--- config.mk ---
export PLATFORM = sky130hd
export DESIGN_NAME = gray_bmp_tx
export DESIGN_NICKNAME = d
export VERILOG_FILES = /design/src/rtl/gray_bmp_tx.sv
export SDC_FILE = /design/constraint.sdc
export NUM_CORES = 1
export LEC_CHECK = 0
export BUFFER_PORTS_ARGS = -buffer_cell sky130_fd_sc_hd__buf_4
export CAP_MARGIN = 10
export CORE_ASPECT_RATIO = 1.5
export CORE_MARGIN = 4
export CORE_UTILIZATION = 51
export DETAILED_ROUTE_END_ITERATION = 8
export PLACE_DENSITY = 0.72
export SLEW_MARGIN = 30
export SYNTH_ARGS = -nofsm -noshare
export SYNTH_HDL_FRONTEND = slang
export SYNTH_SLANG_ARGS = --single-unit
--- constraint.sdc ---
create_clock -name clk -period 2.5 [get_ports clk]
set_clock_uncertainty 0.15 [all_clocks]
set_input_delay 0 -clock clk [delete_from_list [all_inputs] [get_ports clk]]
set_output_delay 0 -clock clk [all_outputs]
set_load 0.01 [all_outputs]
--- src/rtl/gray_bmp_tx.sv ---
// gray_bmp_tx: drains an 8-bit grayscale FWFT FIFO and emits a byte-serial
// 24-bit BMP stream (each gray sample replicated to B,G,R, rows zero-padded
// to a 4-byte multiple) on a valid/ready interface.
// Optional macro GRAY_BMP_HEADER_EN: prepend the 54-byte BMP file header.
//
// state | meaning
// IDLE  | waiting for start
// HDR   | loading header bytes 0..53 (GRAY_BMP_HEADER_EN only)
// PIX   | loading pixel bytes, three replicas per FIFO pop
// PAD   | loading zero bytes to finish the row
// FIN   | waiting for the last byte to transfer, then pulse done
module gray_bmp_tx #(
    parameter int IMAGE_WIDTH  = 720,
    parameter int IMAGE_HEIGHT = 540,
    parameter int PPM          = 2835
) (
    input  logic       clk,
    input  logic       rst,
    input  logic       start,
    output logic       busy,
    output logic       done,
    input  logic       in_empty,
    input  logic [7:0] in_dout,
    output logic       in_rd_en,
    output logic [7:0] out_data,
    output logic       out_valid,
    input  logic       out_ready
);

    localparam logic [31:0] ROW_RAW  = 32'(3 * IMAGE_WIDTH);
    localparam logic [31:0] PAD      = (32'd4 - (ROW_RAW % 32'd4)) % 32'd4;
    localparam logic [1:0]  PAD_LAST = 2'(PAD - 32'd1);
    localparam logic [15:0] COL_LAST = 16'(IMAGE_WIDTH - 1);
    localparam logic [15:0] ROW_LAST = 16'(IMAGE_HEIGHT - 1);

`ifdef GRAY_BMP_HEADER_EN
    localparam logic [31:0] ROW_BYTES = ROW_RAW + PAD;
    localparam logic [31:0] IMG_SIZE  = ROW_BYTES * 32'(IMAGE_HEIGHT);
    localparam logic [31:0] FILE_SIZE = IMG_SIZE + 32'd54;
    // Byte 0 sits in the least significant lane, so every field is little-endian.
    localparam logic [431:0] HDR_BYTES = {
        32'd0, 32'd0, 32'(PPM), 32'(PPM), IMG_SIZE, 32'd0,
        16'd24, 16'd1, 32'(IMAGE_HEIGHT), 32'(IMAGE_WIDTH),
        32'd40, 32'd54, 32'd0, FILE_SIZE, 8'h4D, 8'h42
    };
`endif

    typedef enum logic [2:0] {
        S_IDLE,
`ifdef GRAY_BMP_HEADER_EN
        S_HDR,
`endif
        S_PIX,
        S_PAD,
        S_FIN
    } state_t;

    state_t      state, state_n;
    logic [15:0] col, col_n;
    logic [15:0] row, row_n;
    logic [1:0]  k, k_n;
    logic [1:0]  pad_cnt, pad_cnt_n;
    logic [7:0]  hold, hold_n;
    logic [7:0]  out_data_n;
    logic        out_valid_n;
    logic        busy_n;
    logic        done_n;
    logic        load_en;
`ifdef GRAY_BMP_HEADER_EN
    logic [5:0]  hdr_idx, hdr_idx_n;
    logic [7:0]  hdr_byte;
    assign hdr_byte = HDR_BYTES[{hdr_idx, 3'b000} +: 8];
`endif

    // The output register may take a new byte when empty or when its byte leaves.
    assign load_en  = !out_valid || out_ready;
    assign in_rd_en = load_en && (state == S_PIX) && (k == 2'd0) && !in_empty;

    // Next-state, counter and output-register logic.
    always_comb begin
        state_n     = state;
        col_n       = col;
        row_n       = row;
        k_n         = k;
        pad_cnt_n   = pad_cnt;
        hold_n      = hold;
        out_data_n  = out_data;
        out_valid_n = out_valid && !out_ready;
        busy_n      = busy;
        done_n      = 1'b0;
`ifdef GRAY_BMP_HEADER_EN
        hdr_idx_n   = hdr_idx;
`endif
        case (state)
            S_IDLE: begin
                if (start) begin
                    busy_n = 1'b1;
`ifdef GRAY_BMP_HEADER_EN
                    state_n = S_HDR;
`else
                    state_n = S_PIX;
`endif
                end
            end
`ifdef GRAY_BMP_HEADER_EN
            S_HDR: begin
                if (load_en) begin
                    out_data_n  = hdr_byte;
                    out_valid_n = 1'b1;
                    if (hdr_idx == 6'd53) begin
                        hdr_idx_n = 6'd0;
                        state_n   = S_PIX;
                    end else begin
                        hdr_idx_n = hdr_idx + 6'd1;
                    end
                end
            end
`endif
            S_PIX: begin
                if (load_en) begin
                    if (k == 2'd0) begin
                        // An empty FIFO simply leaves the register empty this cycle.
                        if (!in_empty) begin
                            out_data_n  = in_dout;
                            hold_n      = in_dout;
                            out_valid_n = 1'b1;
                            k_n         = 2'd1;
                        end
                    end else begin
                        out_data_n  = hold;
                        out_valid_n = 1'b1;
                        if (k == 2'd1) begin
                            k_n = 2'd2;
                        end else begin
                            k_n = 2'd0;
                            if (col == COL_LAST) begin
                                col_n = 16'd0;
                                if (PAD != 32'd0) begin
                                    state_n = S_PAD;
                                end else if (row == ROW_LAST) begin
                                    row_n   = 16'd0;
                                    state_n = S_FIN;
                                end else begin
                                    row_n = row + 16'd1;
                                end
                            end else begin
                                col_n = col + 16'd1;
                            end
                        end
                    end
                end
            end
            S_PAD: begin
                if (load_en) begin
                    out_data_n  = 8'h00;
                    out_valid_n = 1'b1;
                    if (pad_cnt == PAD_LAST) begin
                        pad_cnt_n = 2'd0;
                        if (row == ROW_LAST) begin
                            row_n   = 16'd0;
                            state_n = S_FIN;
                        end else begin
                            row_n   = row + 16'd1;
                            state_n = S_PIX;
                        end
                    end else begin
                        pad_cnt_n = pad_cnt + 2'd1;
                    end
                end
            end
            S_FIN: begin
                if (load_en) begin
                    busy_n  = 1'b0;
                    done_n  = 1'b1;
                    state_n = S_IDLE;
                end
            end
            default: state_n = S_IDLE;
        endcase
    end

    // State and datapath registers; reset abandons any frame in flight.
    always_ff @(posedge clk or posedge rst) begin
        if (rst) begin
            state     <= S_IDLE;
            col       <= 16'd0;
            row       <= 16'd0;
            k         <= 2'd0;
            pad_cnt   <= 2'd0;
            hold      <= 8'h00;
            out_data  <= 8'h00;
            out_valid <= 1'b0;
            busy      <= 1'b0;
            done      <= 1'b0;
`ifdef GRAY_BMP_HEADER_EN
            hdr_idx   <= 6'd0;
`endif
        end else begin
            state     <= state_n;
            col       <= col_n;
            row       <= row_n;
            k         <= k_n;
            pad_cnt   <= pad_cnt_n;
            hold      <= hold_n;
            out_data  <= out_data_n;
            out_valid <= out_valid_n;
            busy      <= busy_n;
            done      <= done_n;
`ifdef GRAY_BMP_HEADER_EN
            hdr_idx   <= hdr_idx_n;
`endif
        end
    end

endmodule

After elaboration in Yosys (flattened, before gate mapping)
Cells that the tools add are included.

cells by class
  add/sub/neg operators = 3
  equality and inequality tests = 18
  muxes and demuxes = 39
  bitwise operators = 3
  reductions and logical operators = 20

operators by type and width
  operator                                                                  number
  16-bit 2-to-1 mux                                                         8
  16-bit by 1-bit adder with 16-bit output (second input constant)          2
  16-bit by 10-bit equality test with 1-bit output (second input constant)  2
  8-bit 2-to-1 mux                                                          4
  16-bit one-hot mux with 2 select lines                                    1
  3-bit 2-to-1 mux                                                          9
  2-bit inequality test (second input constant)                             8
  8-bit one-hot mux with 2 select lines                                     1
  3-bit one-hot mux with 4 select lines                                     1
  4-bit AND reduction                                                       3
  2-bit 2-to-1 mux                                                          5
  9-bit AND reduction                                                       1
  1-bit 2-to-1 mux                                                          8
  7-bit AND reduction                                                       1
  3-bit by 2-bit equality test with 1-bit output (second input constant)    2
  3-bit AND reduction                                                       2
  1-bit logical AND                                                         4
  2-bit by 1-bit inequality test with 1-bit output (second input constant)  2
  1-bit one-hot mux with 2 select lines                                     2
  2-bit nonzero test                                                        2
  3-bit by 1-bit equality test with 1-bit output (second input constant)    1
  1-bit zero test                                                           3
  3-bit zero test                                                           1
  3-bit inequality test (second input constant)                             1
  other kinds (7)                                                           9

word-level totals
  bits in registers = 58
  input port bits = 13
  output and inout bits = 12
  word-level logic and storage cells = 93

Depth between registers and ports, before layout
Gate-level depths: netlist (run 1).

  depth in word-level cells = 7
  mapped depth = 9
  mapped depth without buffers = 7

Least setup slack after synthesis (run 1)
No wires, ideal clock.

  path kind = flip-flop to flip-flop
  start point = register row[7]
  end point = register state[1]
  setup time = 0.128 ns
  arrival = 2.036 ns
  required time = 2.222 ns
  path slack = 0.186 ns
  stages on the path, launching flop included = 7
  path buffers = 1
  period minus slack after synthesis = 2.314 ns
  cell sequence = dfrtp_1 buf_6 or4_1 nor4_4 a22oi_2 a221oi_2 mux2_1

on the way
  word-level cells in the longest chain between the ends = 5
  elaborated cells on any way between the ends = 7
  those cells by class = eq/ne (2); mux (4); reduce/logical (1)

RTL lines
  item                                                  line      text
  from (decl)                                           60        logic [15:0] row, row_n;
  from (signal assigned)                                201       row <= row_n;
  16-bit by 10-bit equality test with 1-bit output (*)  140, 159
  2-bit 2-to-1 mux                                      159       if (row == ROW_LAST) begin
  3-bit 2-to-1 mux                                      157       if (pad_cnt == PAD_LAST) begin
  3-bit 2-to-1 mux                                      154       if (load_en) begin
  3-bit one-hot mux with 4 select lines                 94        case (state)
  to (signal assigned)                                  199       state <= state_n;
  to (decl)                                             58        state_t state, state_n;

Every way passes the cells marked *; elsewhere a longest branch is shown, timed or not. The select of a mux whose other input is x is not followed.
A chain may end at the register's enable or synchronous reset.

Final worst setup path (run 1)
  start point = register row[2]
  end point = register state[1]

The elaborated chain is that of the path after synthesis.

==> impl_results.md, run 1 <==
* I/O pin count at 25
* Initial antenna violation count at 0
* Worst-path cell chain: or4_4 -> nor4_4 -> a22oi_2 -> a221oi_4 -> mux2_1
* Antenna Cells at 0
* Syn Nets at 315
* Synthesized-area fraction occupied by adder cells at 2.86%
* Final setup vio count at 0
* R2R setup slack at 0.08 ns
* Sequential area share after synthesis at 46.5%
* Worst hold margin at 0.0623 ns
* 1st-pass router iterations at 4
* DRT Wirelength at 6630 um
* Die Height at 103 um
* Root buffer cell: clkbuf_8
* WL per Instance at 15.8 um
* # DRC at 0
* Synth Cell Area at 3070 sq um
* Post-synthesis mux area share at 7.34%
* Grt total ovfl at 0
* Final nets at 362
* Worst endpoint required time at 2.57 ns
* Vias in the first global route at 2499
* Placed cell area at 3350 sq um
* DR vias/cell at 5.78
* CP Data Arrival Time at 2.49 ns
* CTS sink cnt at 57
* Port bufs at 24
* RSZ-0062 raised after global routing: false
* Clock H-tree levels at 3
* Cell Rows at 34
* Hold/Removal Path Class: in -> reg
* Slew of the pin with the lowest slew margin at 0.442 ns
* Leakage at 1.71 nW
* Outcome: finished, final reports clean
* Crit Path Max Fanout at 8
* Post-route minimum period at 2.42 ns
* DP HPWL at 4470 um
* Max transition margin at 70.6%
* Total GRT Usage at 19.5%
* Worst skew pair latency at 0.34 ns
* CP Class: reg -> reg
* CTS tree: yes
* Area growth syn-to-layout at 22.0%
* Startpoint types: register
* Post-synth cell types at 52
* Die X at 71.3 um
* Max Cap Viol at 0
* Detail Route Antenna Nets at 0
* Routability cong. at 0.827
* Clock transition at path regs at 0.07 ns
* Endpoints failing hold at 0
* Routed vias at 2422
* Fin crit share at 96.9%
* Cell Pwr Density at 820 nW/um^2
* Full die area at 7340 sq um
* Xor/xnor share of the synthesized area at 2.86%
* Starting Density at 52.6%
* CP peak stage delay at 0.56 ns
* Simple-gate portion of the synthesized area at 21.1%
* CP max-delay cell: or4_4
* Slew Limit Fails at 0
* Synth Area in Compound Gates at 14.8%
* Largest net degree at the start of global routing at 58
* Worst setup EP type: register
* Seq cells post-synth at 57
* VDD IR max at 0.588 mV
* First-pass GRT wire length at 11200 um
* Post-Syn Instances at 295
* Share of layout cells above drive strength 1 at 21.3%
* Setup_tns at 0 ns
* Syn avg cell area at 10.4 sq um
* Buffer depth of the longest clock path at 2
* CTS Buf Count at 9
* Fmax at 413 MHz
* DR iter-0 viols at 80
* CORE AREA at 5830 sq um
* Final instance area at 3740 sq um
* Largest family of logic cells by synthesized area: simple AND/OR/NAND/NOR gates
* Ys Warns at 0
==> what timing repair did <==
action / 4_1_cts / 5_1_grt
endpoints found under the hold margin: 75 / 0
buffers inserted: 0 / 0
setup endpoints to repair: 0 / 6
hold buffers: 12 / 0
resized for setup: 0 / 4
==> sequential cells by signal (all words and copies together), names as in the netlist, 2 cells and up <==
signal,count
pad_cnt,2
col,16
row,16
state,2
hold,8
k,2
out_data,8
==> synthesized netlist by cell type (all sizes together) <==
cell type,n,area share (%)
or3,2,0.45
xor2,5,1.4
a32oi,1,0.29
o22ai,1,0.20
or4,3,0.86
nor3b,2,0.49
clkbuf,7,1.5
o31ai,14,3.4
xnor2,5,1.4
mux2i,9,2.9
and4bb,1,0.53
a41oi,1,0.29
o41ai,3,1.3
a22oi,1,0.41
and2,4,0.82
a31oi,2,0.41
ha,7,2.9
nor4b,1,0.78
inv,14,1.7
o21ai,24,3.9
nand4,11,2.7
a21o,2,0.49
nor2b,4,0.82
and3,8,1.8
nor4,3,1.6
a2111o,1,0.37
a2111oi,1,0.90
mux2,12,4.4
nand2,30,3.7
a21boi,1,0.37
o2bb2ai,1,0.29
a21oi,10,1.6
nand3,16,2.6
dfrtp,57,47
nand2b,5,1.1
nor3,5,0.82
buf,4,1.3
nor2,16,2.0
a221oi,1,0.49
==> logic make-up (layout without fill, tap and decap cells) <==
| group | after synthesis | in the layout |
|---|---|---|
| flops | 57 | 57 |
| xor+xnor | 10 | 10 |
| compound gates | 64 | 64 |
| fa+ha+maj | 7 | 7 |
| buf+inv | 25 | 77 |
| mux | 21 | 21 |
| simple gates | 111 | 111 |
==> critical path, delay by kind of cell (launching register included) <==
family           cells  cell delay, ns
AO/OA/AOI/OAI        2            0.39
flip-flops           1            0.46
multiplexers         1            0.36
AND/OR/NAND/NOR      2            0.93
==> cells in the final DEF, fill, tap and decap left out, types with 11 or more instances in the layout <==
cell type      count
dfrtp_1           56
buf_4             34
nand2_1           30
o21ai_0           18
nand3_1           16
nor2_1            15
o31ai_1           14
inv_1             13
dlygate4sd3_1     12
clkbuf_8          11
==> metrics by stage <==
stage / total power, mW / std cells / setup slack [ns] / util [%]
detailed placement: 1.98 / 391 / 0.0426 / 57.4
CTS: 3.10 / 419 / 0.0334 / 63.8
floorplan: 1.72 / 295 / 0.186 / -
global placement: 1.94 / 391 / 0.0827 / 57.4
global route: 3.23 / 419 / 0.00567 / 64.2
finish: 3.07 / 419 / 0.0782 / 64.2
==> where the power goes <==
part           internal [mW]  switching [mW]  leakage [nW]
logic                  0.362           0.370         0.856
registers               1.10           0.138         0.727
clock network          0.719           0.374         0.127
total                   2.19           0.882          1.71
==> routing by layer <==
metal	track usage [%]	share of wire, %	vias to the layer above
li1	-	-	1168
met3	3.61	2.7	18
met1	21.5	40	1200
met5	0	0	-
met2	35.1	55	36
met4	10.7	2.7	0
==> worst paths after layout <==
check,from,end,depth (start not counted)
setup / recovery,row[2]$_DFFE_PP0P_,state[1]$_DFFE_PP0P_,5
min in group asynchronous,rst,hold[4]$_DFFE_PP0P_,4
setup reg to reg,row[2]$_DFFE_PP0P_,state[1]$_DFFE_PP0P_,5
hold / removal,out_ready,out_valid$_DFF_PP0_,3
max in group asynchronous,rst,row[2]$_DFFE_PP0P_,4
hold reg to reg,out_data[0]$_DFFE_PP0P_,out_data[0]$_DFFE_PP0P_,2
==> area by class of cell <==
class / instances / area (sq um)
fillers: 464 / 2090
clock buffers: 12 / 155
clock inverters: 4 / 98.8
well taps: 72 / 90.1
multi-input cells: 213 / 1520
inverters: 14 / 52.6
flip-flops and latches: 57 / 1430
repair buffers: 47 / 395
(Power assumes the default switching activity.)
==> run 2, diff against run 1 <==
- PLACE_DENSITY: 0.72 -> 0.73
==> run 2 against run 1 <==
Net effect: worst hold slack lost 0.026 ns; cell count up 1.2%; register-to-register slack better by 0.10 ns; combinational power shrank 1%; sequential cell count is the same; total power is 4.7% lower; clock power fell by 12%; cell area down 0.44%; sequential power is essentially flat; fmax is 4.4% higher; core utilization decreased by 0.28 points.
==> impl_results.md, run 2 (synthesis results as in run 1) <==
* Routability cong. at 0.836
* Die Height at 103 um
* Startpoint types: register
* Max transition margin at 61.7%
* DR vias/cell at 5.70
* Internal power at 2.03 mW
* Cell Pwr Density at 785 nW/um^2
* Clock H-tree levels at 3
* CP Data Arrival Time at 2.40 ns
* CP peak stage delay at 0.57 ns
* CP Class: reg -> reg
* Sequential Power Share at 42.4%
* Most frequent cells in the layout: dfrtp_1, buf_4, nand2_1
* Full die area at 7340 sq um
* Clock group share of total power at 32.9%
* Worst-path cell chain: or4_4 -> nor4_4 -> a22oi_2 -> a221oi_2 -> mux2_1
* Clock transition at path regs at 0.07 ns
* Setup_tns at 0 ns
* Area growth syn-to-layout at 21.4%
* WL per Instance at 15.3 um
* Slew of the pin with the lowest slew margin at 0.574 ns
* Slew Limit Fails at 0
* CTS Buf Count at 9
* CP max-delay cell: or4_4
* Worst endpoint required time at 2.58 ns
* Starting Density at 52.6%
* Worst skew pair latency at 0.35 ns
* Worst slack, placed at 0.0314 ns
* Post-route worst setup slack at 0.181 ns
* Endpoints failing hold at 0
* Vias in the first global route at 2462
* Crit Path Max Fanout at 8
* Cell Rows at 34
* Post-route minimum period at 2.32 ns
* Sw Share at 30.7%
* FILL cells at 462
* RSZ-0062 raised after global routing: false
* CP startpoint: row[2]$_DFFE_PP0P_
* Share of layout cells above drive strength 1 at 22.2%
* CORE AREA at 5830 sq um
* Largest registers: col x16, row x16
* Max Cap Viol at 0
* Tot Pwr at 2.92 mW
* Worst R2R Start: row[2]$_DFFE_PP0P_
* 1st-pass router iterations at 5
* Root buffer cell: clkbuf_8
* Worst setup EP type: register
* Fmax at 431 MHz
* Total GRT Usage at 20.1%
* Routed vias at 2416
* Most common cell after layout, fill and taps aside: dfrtp_1
* DRT Wirelength at 6480 um
* Leakage at 1.72 nW
* DP HPWL at 4560 um
* Sw Pwr at 0.896 mW
* Buffer depth of the longest clock path at 2
* CTS sink cnt at 57
* Hold path startpoint: out_ready
* DR iter-0 viols at 150
* Port bufs at 24
* CTS tree: yes
* Fin crit share at 92.8%
* First-pass GRT wire length at 11300 um
* Grt total ovfl at 0
* Hold/Removal Path Class: in -> reg
* Post-CTS Resized at 0
* Largest net degree at the start of global routing at 32
* # DRC at 0
* Comb power frac at 24.7%
* I/O pin count at 25
* Die X at 71.3 um
* Antenna Cells at 0
* Initial antenna violation count at 0
* Outcome: finished, final reports clean
* Final setup vio count at 0
* Final nets at 367
* Detail Route Antenna Nets at 0
* VDD IR max at 0.574 mV
==> run 2: cell count changes in the layout (fill, tap and decap cells not counted), sizes merged <==
cell      previous run  this run
buf                 35        40
clkbuf              12         9
clkinv               1         4
bufinv               3         2
clkinvlp             0         1
==> run 2: repair_timing <==
item | CTS | global route
endpoints found under the hold margin | 47 | 0
hold buffers | 12 | 0
setup buffers | 0 | 1
setup endpoints to repair | 0 | 8
==> run 2: power groups by stage <==
stage / combinational [mW] / clock, mW / sequential [mW]
6_report: 0.724 / 0.961 / 1.24
5_1_grt: 0.807 / 1.02 / 1.26
4_1_cts: 0.734 / 0.974 / 1.24
3_5_place_dp: 0.711 / 0 / 1.26
3_3_place_gp: 0.694 / 0 / 1.25
2_1_floorplan: 0.470 / 0 / 1.25
==> run 2: worst max-delay path, delay by kind of cell, from the launching register on <==
family,cells,cell delay (ns)
compound gates,2,0.37
flops,1,0.44
mux,1,0.36
simple gates,2,0.88
==> run 2: final timing paths <==
check	to	slack, ns	cells after the start
max	state[1]$_DFFE_PP0P_	0.18	5
min	out_valid$_DFF_PP0_	0.04	3
max reg2reg	state[1]$_DFFE_PP0P_	0.18	5
min reg2reg	out_data[4]$_DFFE_PP0P_	0.33	2
max in group asynchronous	row[8]$_DFFE_PP0P_	1.51	4
min in group asynchronous	k[0]$_DFFE_PP0P_	0.13	3
==> run 2: stage by stage <==
stage | hold slack, ns | util (%) | instance area, sq um | instances
global placement | -0.0511 | 57.9 | 3380 | 395
floorplan | -0.0183 | - | 3070 | 295
CTS | 0.0269 | 63.8 | 3720 | 423
detailed placement | -0.0437 | 57.9 | 3380 | 395
finish | 0.0364 | 63.9 | 3720 | 424
global route | 0.0693 | 63.9 | 3720 | 424
==> run 2: layout make-up <==
type	count	area [sq um]	share of cell area, %
Timing Repair Buffer	52	433	11.6
Inverter	14	52.6	1.41
Multi-Input combinational cell	213	1500	40.4
Tap cell	72	90.1	2.42
Clock inverter	7	95.1	2.55
Sequential cell	57	1430	38.3
Clock buffer	9	124	3.33
==> run 2: layer usage <==
layer | share of wire, % | track usage, % | routed length [um]
met2 | 54 | 34.6 | 3510
met5 | 0 | 0 | 0
met4 | 2.6 | 10.9 | 168
met1 | 40 | 22.3 | 2600
met3 | 3.1 | 5.85 | 203
==> run 3, diff against run 2 <==
- CELL_PAD_IN_SITES_DETAIL_PLACEMENT: not set -> 0
- CELL_PAD_IN_SITES_GLOBAL_PLACEMENT: not set -> 1
- CORE_UTILIZATION: 51 -> 43
- PLACE_DENSITY: 0.73 -> not set
- PLACE_DENSITY_LB_ADDON: not set -> 0.1
==> run 3 against run 2 <==
Net effect: global-route usage down 2.5 points; register-to-register slack better by 0.02 ns; first-iteration DRC count down 14%; cell count up 1.7%; critical path type unchanged; highest routed layer unchanged; largest cell class unchanged; sequential share of layout area up 0.22 points.
==> impl_results.md, run 3 (synthesis results as in run 1) <==
* Detail Route Antenna Nets at 0
* Routed vias at 2408
* Non-filler instance count after layout at 431
* Hold/Removal Path Class: in -> reg
* Setup_tns at 0 ns
* CP Class: reg -> reg
* Outcome: finished, final reports clean
* Largest net degree at the start of global routing at 32
* Fmax at 434 MHz
* 1st-pass router iterations at 4
* DR iter-0 viols at 129
* Die Height at 111 um
* DP HPWL at 5010 um
* Tot Pwr at 2.70 mW
* Final nets at 370
* Worst-path cell chain: or4_4 -> nor4_4 -> a22oi_2 -> a221oi_2 -> mux2_1
* R2R setup slack at 0.20 ns
* Slew of the pin with the lowest slew margin at 0.602 ns
* Max Cap Viol at 0
* Antenna Cells at 0
* Endpoints failing hold at 0
* Share of layout cells above drive strength 1 at 21.5%
* Worst endpoint required time at 2.56 ns
* Buffer depth of the longest clock path at 2
* Vias in the first global route at 2578
* DRT Wirelength at 6810 um
* Placed cell area at 3410 sq um
* Worst hold margin at 0.116 ns
* Max transition margin at 59.8%
* Worst slack, placed at 0.103 ns
* Leakage at 1.71 nW
* Worst skew pair latency at 0.33 ns
* Worst setup EP type: register
* First-pass GRT wire length at 12000 um
* CORE AREA at 6900 sq um
* Area growth syn-to-layout at 20.7%
* DR vias/cell at 5.59
* I/O pin count at 25
* # Post-CTS Setup Buffers at 0
* Slew Limit Fails at 0
* Initial antenna violation count at 0
* VDD IR max at 0.326 mV
* FILL cells at 637
* Cell Rows at 37
* Die X at 77.0 um
* RSZ-0062 raised after global routing: false
* CP max-delay cell: or4_4
* # placed instances at 405
* Full die area at 8580 sq um
* Starting Density at 44.5%
* Clock H-tree levels at 3
* Fin util at 53.7%
* Final setup vio count at 0
* Final instance area at 3700 sq um
* Startpoint types: register
* CP Data Arrival Time at 2.37 ns
* CTS Buf Count at 9
* Post-route minimum period at 2.30 ns
* Most common cell after layout, fill and taps aside: dfrtp_1
* Largest registers: col x16, row x16
* Crit Path Max Fanout at 2
* Most frequent cells in the layout: dfrtp_1, buf_4, nand2_1
* Fin crit share at 92.1%
* CTS sink cnt at 57
* Cell Pwr Density at 729 nW/um^2
* Post-route worst setup slack at 0.197 ns
* Routability cong. at 0.762
* Clock transition at path regs at 0.06 ns
* CTS tree: yes
* WL per Instance at 15.8 um
* Root buffer cell: clkbuf_8
* # DRC at 0
* Port bufs at 24
* Total GRT Usage at 17.6%
* Grt total ovfl at 0
* CP peak stage delay at 0.55 ns
run 3: changes by cell type in the layout (fill, tap and decap cells not counted), sizes merged:
cell	previous run	this run
clkinvlp	1	0
bufinv	2	0
buf	40	43
clkbuf	9	14
clkinv	4	0
run 3: critical path: cells and delay by family (launching register included):
kind               cells  cell delay (ns)
DFF                    1             0.40
and+or+nand+nor        2             0.90
muxes                  1             0.36
AOI/OAI and AO/OA      2             0.37
run 3: what timing repair did:
action / CTS / global route
resized for setup: 0 / 1
setup endpoints to repair: 0 / 1
hold buffers: 12 / 0
endpoints found under the hold margin: 44 / 0
run 3: cell type report:
type	instances	area, sq um	share of cell area [%]
well taps	78	97.6	2.64
inverters	14	52.6	1.42
flip-flops and latches	57	1430	38.5
clock buffers	14	163	4.39
repair buffers	55	455	12.3
multi-input cells	213	1510	40.7
run 3: path summary, 6_finish.rpt:
check / from / endpoint / cells after the start
worst max register to register: row[2]$_DFFE_PP0P_ / state[1]$_DFFE_PP0P_ / 5
max in group asynchronous: rst / busy$_DFFE_PP0P_ / 4
worst min register to register: out_data[2]$_DFFE_PP0P_ / out_data[2]$_DFFE_PP0P_ / 2
worst min-delay path: out_ready / out_valid$_DFF_PP0_ / 3
min in group asynchronous: rst / hold[7]$_DFFE_PP0P_ / 3
worst max-delay path: row[2]$_DFFE_PP0P_ / state[1]$_DFFE_PP0P_ / 5
run 3: routing by layer:
metal,share of wire [%],track usage (%),up-vias
met5,0,0,-
met4,1.7,7.50,0
met3,3.3,4.05,11
met2,57,32.2,34
met1,38,19.2,1178
li1,-,-,1185
run 3: power by group:
part	switching [mW]	total, mW	internal, mW
Combinational	0.364	0.730	0.367
Sequential	0.129	1.23	1.11
Clock	0.331	0.734	0.404
Total	0.824	2.70	1.88
